**src/rtl/ram_bank_32x16.sv**
```systemverilog
// ram_bank_32x16: single-port 32x16 synchronous RAM with post-reset init sweep and registered read
module ram_bank_32x16 #(
  parameter int DATA_W = 16,
  parameter int ADDR_W = 5,
  parameter int INIT_MODE = 0,
  parameter logic [DATA_W-1:0] INIT_VALUE = '0
) (
  input  logic              Clock,
  input  logic              Reset,
  input  logic [ADDR_W-1:0] Address,
  input  logic [DATA_W-1:0] DataIN,
  input  logic              ReadEnable,
  input  logic              WriteEnable,
  output logic [DATA_W-1:0] DataOut,
  output logic              DataValid,
  output logic              MemReady,
  output logic              AccessErr
);
  localparam int DEPTH = 2 ** ADDR_W;
  typedef enum logic {INIT, SERVE} state_t;
  state_t state, state_nx;
  logic [ADDR_W-1:0] ptr;
  logic [DATA_W-1:0] mem [DEPTH];
  logic              wr_en;
  logic [ADDR_W-1:0] wr_addr;
  logic [DATA_W-1:0] wr_data;
  logic [DATA_W-1:0] fill;
  always_comb begin
    state_nx = (state == INIT && ptr == ADDR_W'(DEPTH - 1)) ? SERVE : state;
    fill = (INIT_MODE == 1) ? DATA_W'(ptr) : INIT_VALUE;
    wr_en = Reset && (state == INIT || WriteEnable);
    wr_addr = (state == INIT) ? ptr : Address;
    wr_data = (state == INIT) ? fill : DataIN;
  end
  // Array has no reset; the sweep rewrites every word before MemReady rises.
  always_ff @(posedge Clock)
    if (wr_en) mem[wr_addr] <= wr_data;
  always_ff @(posedge Clock) begin
    if (!Reset) begin
      state <= INIT;
      ptr <= '0;
      DataOut <= '0;
      DataValid <= 1'b0;
      AccessErr <= 1'b0;
    end else begin
      state <= state_nx;
      if (state == INIT) ptr <= ptr + 1'b1;
      DataValid <= (state == SERVE) && ReadEnable;
      if (state == SERVE && ReadEnable) DataOut <= mem[Address];
      if (state == INIT && (ReadEnable || WriteEnable)) AccessErr <= 1'b1;
    end
  end
  assign MemReady = (state == SERVE);
endmodule

```
**config.mk**
```make
export PLATFORM = sky130hd
export DESIGN_NAME = ram_bank_32x16
export DESIGN_NICKNAME = d
export VERILOG_FILES = /design/src/rtl/ram_bank_32x16.sv
export SDC_FILE = /design/constraint.sdc
export NUM_CORES = 1
export LEC_CHECK = 0
export ABC_AREA = 1
export BUFFER_PORTS_ARGS = -buffer_cell sky130_fd_sc_hd__buf_2
export CAP_MARGIN = 20
export CORE_MARGIN = 5
export CORE_UTILIZATION = 55
export CTS_CLUSTER_DIAMETER = 30
export DETAILED_ROUTE_END_ITERATION = 16
export PLACE_DENSITY = 0.71
export SYNTH_ARGS = -nofsm -noshare
export SYNTH_HDL_FRONTEND = slang
export SYNTH_SLANG_ARGS = --single-unit
```
**constraint.sdc**
```tcl
create_clock -name Clock -period 2.73 [get_ports Clock]
set_clock_uncertainty 0.05 [all_clocks]
set_input_delay 0.546 -clock Clock [delete_from_list [all_inputs] [get_ports Clock]]
set_output_delay 0.546 -clock Clock [all_outputs]
set_load 0.03 [all_outputs]
```
==> metrics.txt, run 1 <==
final worst-path cycle share=0.855; final WL=55.0 mm; Max VDD drop=approximately 0.00082 V; pwr dens=around 830 nW/µm²; worst-path fanout max=13; register area share after synthesis=0.722; fin area=26,000 µm²; core area=~40,000 µm²; DRC=0; WL/cell=21.1 µm; Setup Buffers After CTS=0; First-pass DRT Iterations=6; post-synthesis mux area share=0; vias in the first global route=about 15,000; TritonCTS clock tree=built; gr ovfl total=0; combinational family with the most area after synthesis=simple AND/OR/NAND/NOR gates; via count=14,900; DP Worst Slack=between 0.2 and 0.25 ns; max_slew headroom=0.621; Setup CP Type=reg -> reg; Crit. End Element=flop; Unique masters post-synth=22; setup TNS=0 ns; Synth Area in Adders=0.00114; Port Buffers=43; layout cells sized above 1=0.145; largest net degree at the start of global routing=123; Pwr Total=21.5 mW; Post-DP Area=22,800 µm²; hold_buf cts=0; Vias/cell=between 5 and 6; Max Buffers Root-to-Sink=3; status=finished, final reports clean; Layout area overhead=18.5%; H-tree lvl count=3; cts bufs inserted=94; min Tclk post-route=between 2 and 2.5 ns; initial antenna violation count=0; Setup-failing EPs final=0; leak pwr=9.94 nW; area of the multi-input gates=5170 µm²; GR Util All Layers=0.250; Post-Syn Instances=1,889; CTS Root Cell=clkbuf_16; worst hold path class=in -> reg; yosys synthesis warning count=0; Post-Syn Area=around 22,000 µm²; Die ar.=44,000 µm²; Net count, final=roughly 2,000; # resized after CTS=0; clock sink total=536; Clock transition at path regs=0.05 ns; Least-Margin Pin Slew=0.569 ns; Routed Antenna Nets=0; Fill cells=2,889; Cell Rows=73; fin cells=2,601; RePlAce Congestion=between 0.8 and 0.9; placed cell count=2,423; Max Cap Viol=0; fmax=428 MHz; I/O pins=44; register bit total from synthesis=roughly 540; simple-gate share of the synthesized area=0.222; critical path arrival=2.60 ns; RSZ-0062 raised after global routing=false; chip width=210 µm; dpl hpwl=30.0 mm; post-synthesis xor/xnor area fraction=0; max-slew violation count=0; Worst-Skew Late Latency=roughly 0.6 ns; Ant. Diodes=0; critical path launch point type=flop; first-pass GRT wire length=84.2 mm; worst path required time=2.99 ns; DRT iter0 DRCs=1,780; Final Hold Vio Count=0; Starting Density=0.554; Synth Area in Compound Gates=0.0119; Avg Inst Size Synth=11.6 µm²; register area=15,900 µm²; Setup WS post-layout=~0.39 ns; Syn Nets=1,916; overall die height=~210 µm
-- cells by family (layout without fill, tap and decap cells) --
| kind of cell | count (synthesis) | after routing |
|---|---|---|
| DFF | 536 | 536 |
| buffers and inverters | 151 | 338 |
| adders and majority gates | 2 | 2 |
| and+or+nand+nor | 1154 | 1154 |
| AOI/OAI and AO/OA | 46 | 46 |
-- metrics by stage --
step / hold WS (ns) / utilization
after floorplan: 0.421 / -
after global placement: 0.390 / 0.575
after detailed placement: 0.406 / 0.575
after CTS: 0.122 / 0.656
after global routing: 0.162 / 0.656
final: 0.148 / 0.656
-- layout by cell type (no fill, tap or decap) --
cell | netlist | layout
clkinv_2 | 0 | 21
nand3_2 | 4 | 4
nor2_1 | 45 | 45
inv_4 | 0 | 1
edfxtp_1 | 512 | 512
nand2_1 | 685 | 685
inv_2 | 3 | 3
a21oi_1 | 18 | 18
a21oi_2 | 5 | 5
dfxtp_1 | 24 | 24
nand3_1 | 417 | 417
inv_1 | 30 | 29
o21ai_0 | 20 | 20
clkbuf_16 | 0 | 97
bufinv_16 | 0 | 12
clkbuf_1 | 24 | 6
clkinvlp_4 | 0 | 14
buf_12 | 2 | 12
buf_2 | 32 | 41
inv_6 | 1 | 8
o21ai_2 | 3 | 3
clkinv_1 | 1 | 14
buf_6 | 24 | 1
ha_1 | 2 | 2
clkinv_4 | 0 | 7
buf_4 | 28 | 71
nor3_1 | 3 | 3
inv_8 | 0 | 1
-- cell usage after synthesis, drive strengths merged --
cell type | number | share of area
a21oi | 23 | 0.0061
edfxtp | 512 | 0.70
nand2 | 685 | 0.12
nand3 | 421 | 0.097
dfxtp | 24 | 0.022
clkbuf | 24 | 0.0041
o21ai | 23 | 0.0058
inv | 34 | 0.0060
ha | 2 | 0.0011
buf | 92 | 0.032
clkinv | 1 | 0.00017
nor3 | 3 | 0.00068
nor2 | 45 | 0.0077
-- path summary, 6_finish.rpt --
check / from / endpoint / slack, ns / depth (start not counted)
hold reg to reg: AccessErr / AccessErr / 0.41 / 2
setup reg to reg: MemReady / mem[2][14] / 0.39 / 6
hold / removal: ReadEnable / DataValid / 0.15 / 3
setup / recovery: MemReady / mem[2][14] / 0.39 / 6
-- critical path, stage by stage, from the launching register on --
cell	delay [ns]
dfxtp_1	0.44
buf_4	0.26
nor2_1	0.10
a21oi_1	0.36
nand2_1	0.21
nor2_1	0.36
buf_4	0.25
-- cell type report --
type,instances,share of cell area
flip-flops and latches,536,0.610
multi-input cells,1202,0.199
clock buffers,103,0.0942
repair buffers,125,0.0380
clock inverters,75,0.0290
well taps,525,0.0253
inverters,35,0.00534
-- per-layer routing --
metal / track usage / vias up / part of all wire
met3: 0.0564 / 126 / 0.088
met4: 0.0950 / 0 / 0.034
met5: 0 / - / 0
li1: - / 6842 / -
met2: 0.409 / 750 / 0.49
met1: 0.332 / 7204 / 0.39
-- power breakdown --
group | internal (mW) | switching, mW
Clock | 7.62 | 3.98
Sequential | 8.95 | 0.0155
Combinational | 0.270 | 0.652
-- flip-flops by register name (all words and copies together), names as in the netlist --
name,flops
AccessErr,1
DataOut,16
DataValid,1
MemReady,1
mem,512
ptr,5
(Power assumes the default switching activity.)
==> inputs of run 2 (changes only) <==
Settings changed: ABC_AREA 1 to unset, MAX_ROUTING_LAYER set to met4, PLACE_DENSITY 0.71 to 0.83.
==> run 2 against run 1 <==
Global-route usage grew 1.3 points. First-iteration DRC count grew 2.0%. Combinational power shrank 29%. Count of clock-buffer cells in the layout shrank 11. Sequential share of layout area grew 1.4 points. Critical path type unchanged. Routed wire length shrank 2.4%. Synthesized cell count shrank 36%.
==> metrics.txt, run 2 <==
status=finished, final reports clean; fmax=430 MHz; Final Hold Vio Count=0; chip width=205 µm; Vias/cell=~6.3; Port Buffers=43; Post-Syn Area=21,000 µm²; critical path launch point type=flop; post-route core utilization=0.675; worst path required time=2.94 ns; register area share after synthesis=0.755; Critical Path Slowest Stage Cell=dfxtp_1; r2r endpoint=mem[8][5]; ys flop type=edfxtp_1; Yosys top cell by area=edfxtp_1; core area=37,700 µm²; initial antenna violation count=4; worst hold path class=in -> reg; Async SR Flop Fraction=0; R2R depth=6; layout cells sized above 1=0.194; RR Startpoint=MemReady; synth top area cells=edfxtp_1 73%, mux2i_1 12%, a22oi_1 4.6%; setup TNS=0 ns; Post-Syn Instances=1,212; max_slew headroom=0.603; min Tclk post-route=approximately 2.3 ns; I/O pins=44; EDFF count, synth=512; Worst-Skew Late Latency=0.61 ns; yosys synthesis warning count=0; Setup-failing EPs final=0; DRC=0; Setup CP Type=reg -> reg; DRT iter0 DRCs=1,816; max FFs per register=approximately 500; vias in the first global route=12,400; pwr dens=797 nW/µm²; Cell Rows=71; first-pass GRT wire length=79.5 mm; Least-Margin Pin Slew=between 0.5 and 0.6 ns; Most flops, register=mem; most frequent cells in the layout=512 x edfxtp_1, 259 x mux2i_1, 128 x a22oi_1; RePlAce Congestion=0.922; Top Registers=mem x512, DataOut x16, ptr x5; # resized after CTS=0; Worst Min Path Start=ReadEnable; First-pass DRT Iterations=5; register bit total from synthesis=536; Routed Antenna Nets=0; Starting Density=0.557; Setup Buffers After CTS=0; GR Util All Layers=0.263; hold path depth=2; delay of the slowest critical-path stage=approximately 0.5 ns; Max Buffers Root-to-Sink=3; largest net degree at the start of global routing=51; fin area=25,400 µm²; worst-path fanout max=20; Avg Inst Size Synth=17.3 µm²; Net count, final=1,382; hold_buf cts=0; gr ovfl total=0; TritonCTS clock tree=built; RSZ-0062 raised after global routing=false; leak pwr=8.91 nW; most common cell after layout, fill and taps aside=edfxtp_1; Post-DP Area=approximately 23,000 µm²; critical path arrival=2.54 ns; R2R setup slack=0.40 ns; Commonest cells post-synth=512 x edfxtp_1, 259 x mux2i_1, 128 x a22oi_1; Die ar.=42,200 µm²; cts bufs inserted=84; via count=12,300; area share of the leading cell type in the synthesized netlist=0.732; most common cell in the netlist=edfxtp_1; H-tree lvl count=3; CTS Root Cell=clkbuf_16; Most common cell on crit path=buf_4; Syn Nets=1,239; dpl hpwl=about 30 mm; Layout area overhead=21.0%; final worst-path cycle share=0.852; Crit. End Element=flop; WL/cell=27.6 µm; clock sink total=536; Unique masters post-synth=32; Max VDD drop=0.000551 V; Hold Path Sink=DataValid; overall die height=a little over 200 µm; final WL=53.7 mm; Clock transition at path regs=around 0.05 ns; Max Cap Viol=0; critical-path cell list=buf_4 -> nand3b_1 -> o21ai_0 -> nand3_1 -> nor2_1 -> buf_4; max-slew violation count=0
-- run 2: cell count changes after synthesis, sizes merged, moves of 6 or more --
cell | before | now
buf | 92 | 34
and2 | 0 | 20
nand3 | 421 | 4
or4 | 0 | 16
nor2b | 0 | 6
inv | 34 | 3
nand2 | 685 | 14
a22oi | 0 | 128
mux2i | 0 | 259
a21oi | 23 | 81
nor2 | 45 | 37
clkbuf | 24 | 38
-- run 2: routing by layer --
metal / vias to the layer above / GRT usage / part of all wire
li1: 5149 / - / -
met1: 6180 / 0.345 / 0.38
met2: 786 / 0.409 / 0.48
met3: 168 / 0.0537 / 0.10
met4: 0 / 0.107 / 0.044
met5: - / - / 0
-- run 2: worst max-delay path, delay by kind of cell (launching register included) --
family                 cells  cell delay, ns
AOI/OAI and AO/OA          1            0.11
and+or+nand+nor            3            0.76
DFF                        1            0.50
buffers and inverters      2            0.59
-- run 2: how the worst max path moves through the flow --
stage,start,endpoint,cells past startpoint
2_1_floorplan,Address[0],mem[0][0],6
3_3_place_gp,Address[1],DataOut[13],7
3_5_place_dp,Address[1],DataOut[13],7
4_1_cts,MemReady,mem[8][5],6
5_1_grt,MemReady,mem[4][1],6
6_report,MemReady,mem[8][5],6
-- run 2: layout make-up --
| type | instances | area (µm²) |
|---|---|---|
| Clock buffer | 92 | 2130 |
| Antenna cell | 5 | 12.5 |
| Inverter | 3 | 11.3 |
| Sequential cell | 536 | 15900 |
| Tap cell | 511 | 639 |
| Fill cell | 2283 | 12300 |
| Multi-Input combinational cell | 601 | 4710 |
| Timing Repair Buffer | 129 | 1310 |
| Clock inverter | 65 | 744 |
-- run 2: kinds of logic after synthesis --
group	Yosys count	synth area share
adder cells (fa/ha/maj)	2	0.00119
buffers and inverters	75	0.0216
multiplexers	260	0.124
AO/OA/AOI/OAI	233	0.0713
XOR/XNOR	2	0.000835
flip-flops	536	0.755
AND/OR/NAND/NOR	104	0.0257
-- run 2: per-stage QoR --
step           setup WS, ns  hold WS (ns)  power, mW  std cells
2_1_floorplan        0.0461         0.421       9.52       1212
3_3_place_gp          0.152         0.390       9.72       1780
3_5_place_dp          0.123         0.417       9.74       1780
4_1_cts               0.479         0.187       20.3       1937
5_1_grt               0.278         0.209       20.7       1941
6_report              0.404         0.191       20.2       1942
-- run 2: where the power goes --
part           leakage, nW  internal, mW  switching [mW]  total, mW
registers             4.67          8.93          0.0171       8.95
clock network         1.36          6.56            4.08       10.6
logic                 2.87         0.250           0.403      0.653
total                 8.91          15.7            4.50       20.2
==> inputs of run 3 (changes only) <==
Settings changed: ABC_AREA set to 1.
==> run 3 against run 2 <==
Sequential power about the same. First-iteration DRC count increased by 15%. Non-clock buffer count increased by 6. Flip-flop and latch count did not move. Maximum frequency down 0.88%. Critical endpoint is now mem[1][13]. Highest routed layer unchanged. Cell count up 33%. Cell area up 1.0%. Largest power group unchanged.
==> metrics.txt, run 3 (synthesized netlist as in run 1, its figures left out) <==
status=finished, final reports clean; CTS Root Cell=clkbuf_16; overall die height=210 µm; vias in the first global route=15,500; max_slew headroom=0.644; worst-path fanout max=27; Setup-failing EPs final=0; critical path arrival=2.56 ns; first-pass GRT wire length=between 80 and 90 mm; core area=39,600 µm²; Most flops, register=mem; Setup Buffers After CTS=0; pwr dens=790 nW/µm²; Worst-Skew Late Latency=0.61 ns; max FFs per register=512; R2R setup slack=0.38 ns; most common cell after layout, fill and taps aside=nand2_1; area of the multi-input gates=roughly 5200 µm²; RePlAce Congestion=0.889; Port Buffers=43; Net count, final=2,021; setup TNS=0 ns; Routed Antenna Nets=0; chip width=210 µm; clock sink total=about 540; initial antenna violation count=1; final worst-path cycle share=0.859; worst path required time=2.95 ns; TritonCTS clock tree=built; I/O pins=between 40 and 50; DRT iter0 DRCs=2,091; worst hold slack=~0.19 ns; Clock transition at path regs=0.05 ns; RSZ-0062 raised after global routing=false; hold_buf cts=0; hold path depth=3; Max VDD drop=roughly 0.00086 V; H-tree lvl count=3; worst hold path class=in -> reg; Pwr Total=20.3 mW; Starting Density=0.554; Least-Margin Pin Slew=between 0.5 and 0.6 ns; Crit. End Element=flop; fmax=between 400 and 500 MHz; GR Util All Layers=0.262; # resized after CTS=0; R2R depth=8; Max Buffers Root-to-Sink=3; Fill cells=~2,700; gr ovfl total=0; final WL=56.7 mm; Top Registers=mem x512, DataOut x16, ptr x5; WL/cell=roughly 22 µm; layout cells sized above 1=0.142; Layout area overhead=17.0%; Cell Rows=73; dpl hpwl=31.2 mm; min Tclk post-route=2.35 ns; cts bufs inserted=84; max-slew violation count=0; critical path launch point type=flop; Max Cap Viol=0; Vias/cell=5.99; largest net degree at the start of global routing=71; leak pwr=a little under 10 nW; register area=15,900 µm²; DRC=0; most frequent cells in the layout=685 x nand2_1, 512 x edfxtp_1, 417 x nand3_1; Final Hold Vio Count=0; First-pass DRT Iterations=7; Die ar.=44,000 µm²; via count=15,500; Setup CP Type=reg -> reg
## run 3: worst max-delay path, cell delays in order (launching register included)
cell and delay [ns]:
dfxtp_1 0.47, buf_4 0.35, nand2_1 0.11, o21ai_2 0.09, inv_1 0.08, nor2_1 0.24, nand2_1 0.19, nor2_1 0.15
buf_4 0.30
## run 3: path summary, 6_finish.rpt
kind / startpoint / to
worst max-delay path: MemReady / mem[1][13]
worst min register to register: AccessErr / AccessErr
worst min-delay path: ReadEnable / DataValid
worst max register to register: MemReady / mem[1][13]
## run 3: per-layer routing
layer	global-route usage	share of wire
met1	0.309	0.34
met2	0.430	0.49
met3	0.0504	0.11
met4	0.140	0.060
met5	-	0
## run 3: final cells by class
type	instances	share of cell area
Multi-Input combinational cell	1202	0.201
Clock buffer	97	0.0870
Clock inverter	60	0.0227
Inverter	35	0.00541
Antenna cell	1	0.0000975
Tap cell	525	0.0256
Sequential cell	536	0.617
Timing Repair Buffer	135	0.0405
## run 3: stage by stage
step           instances  instance area, µm²   util  worst slack [ns]
6_report            2591               25700  0.648             0.384
2_1_floorplan       1889               22000      -             0.243
3_3_place_gp        2433               22900  0.577             0.375
4_1_cts             2590               25700  0.648             0.456
5_1_grt             2591               25700  0.648             0.220
3_5_place_dp        2433               22900  0.577             0.335
## run 3: report_power, final
part	switching, mW	total (mW)	internal [mW]
logic	0.667	0.934	0.267
registers	0.0166	8.96	8.94
clock network	3.81	10.4	6.59
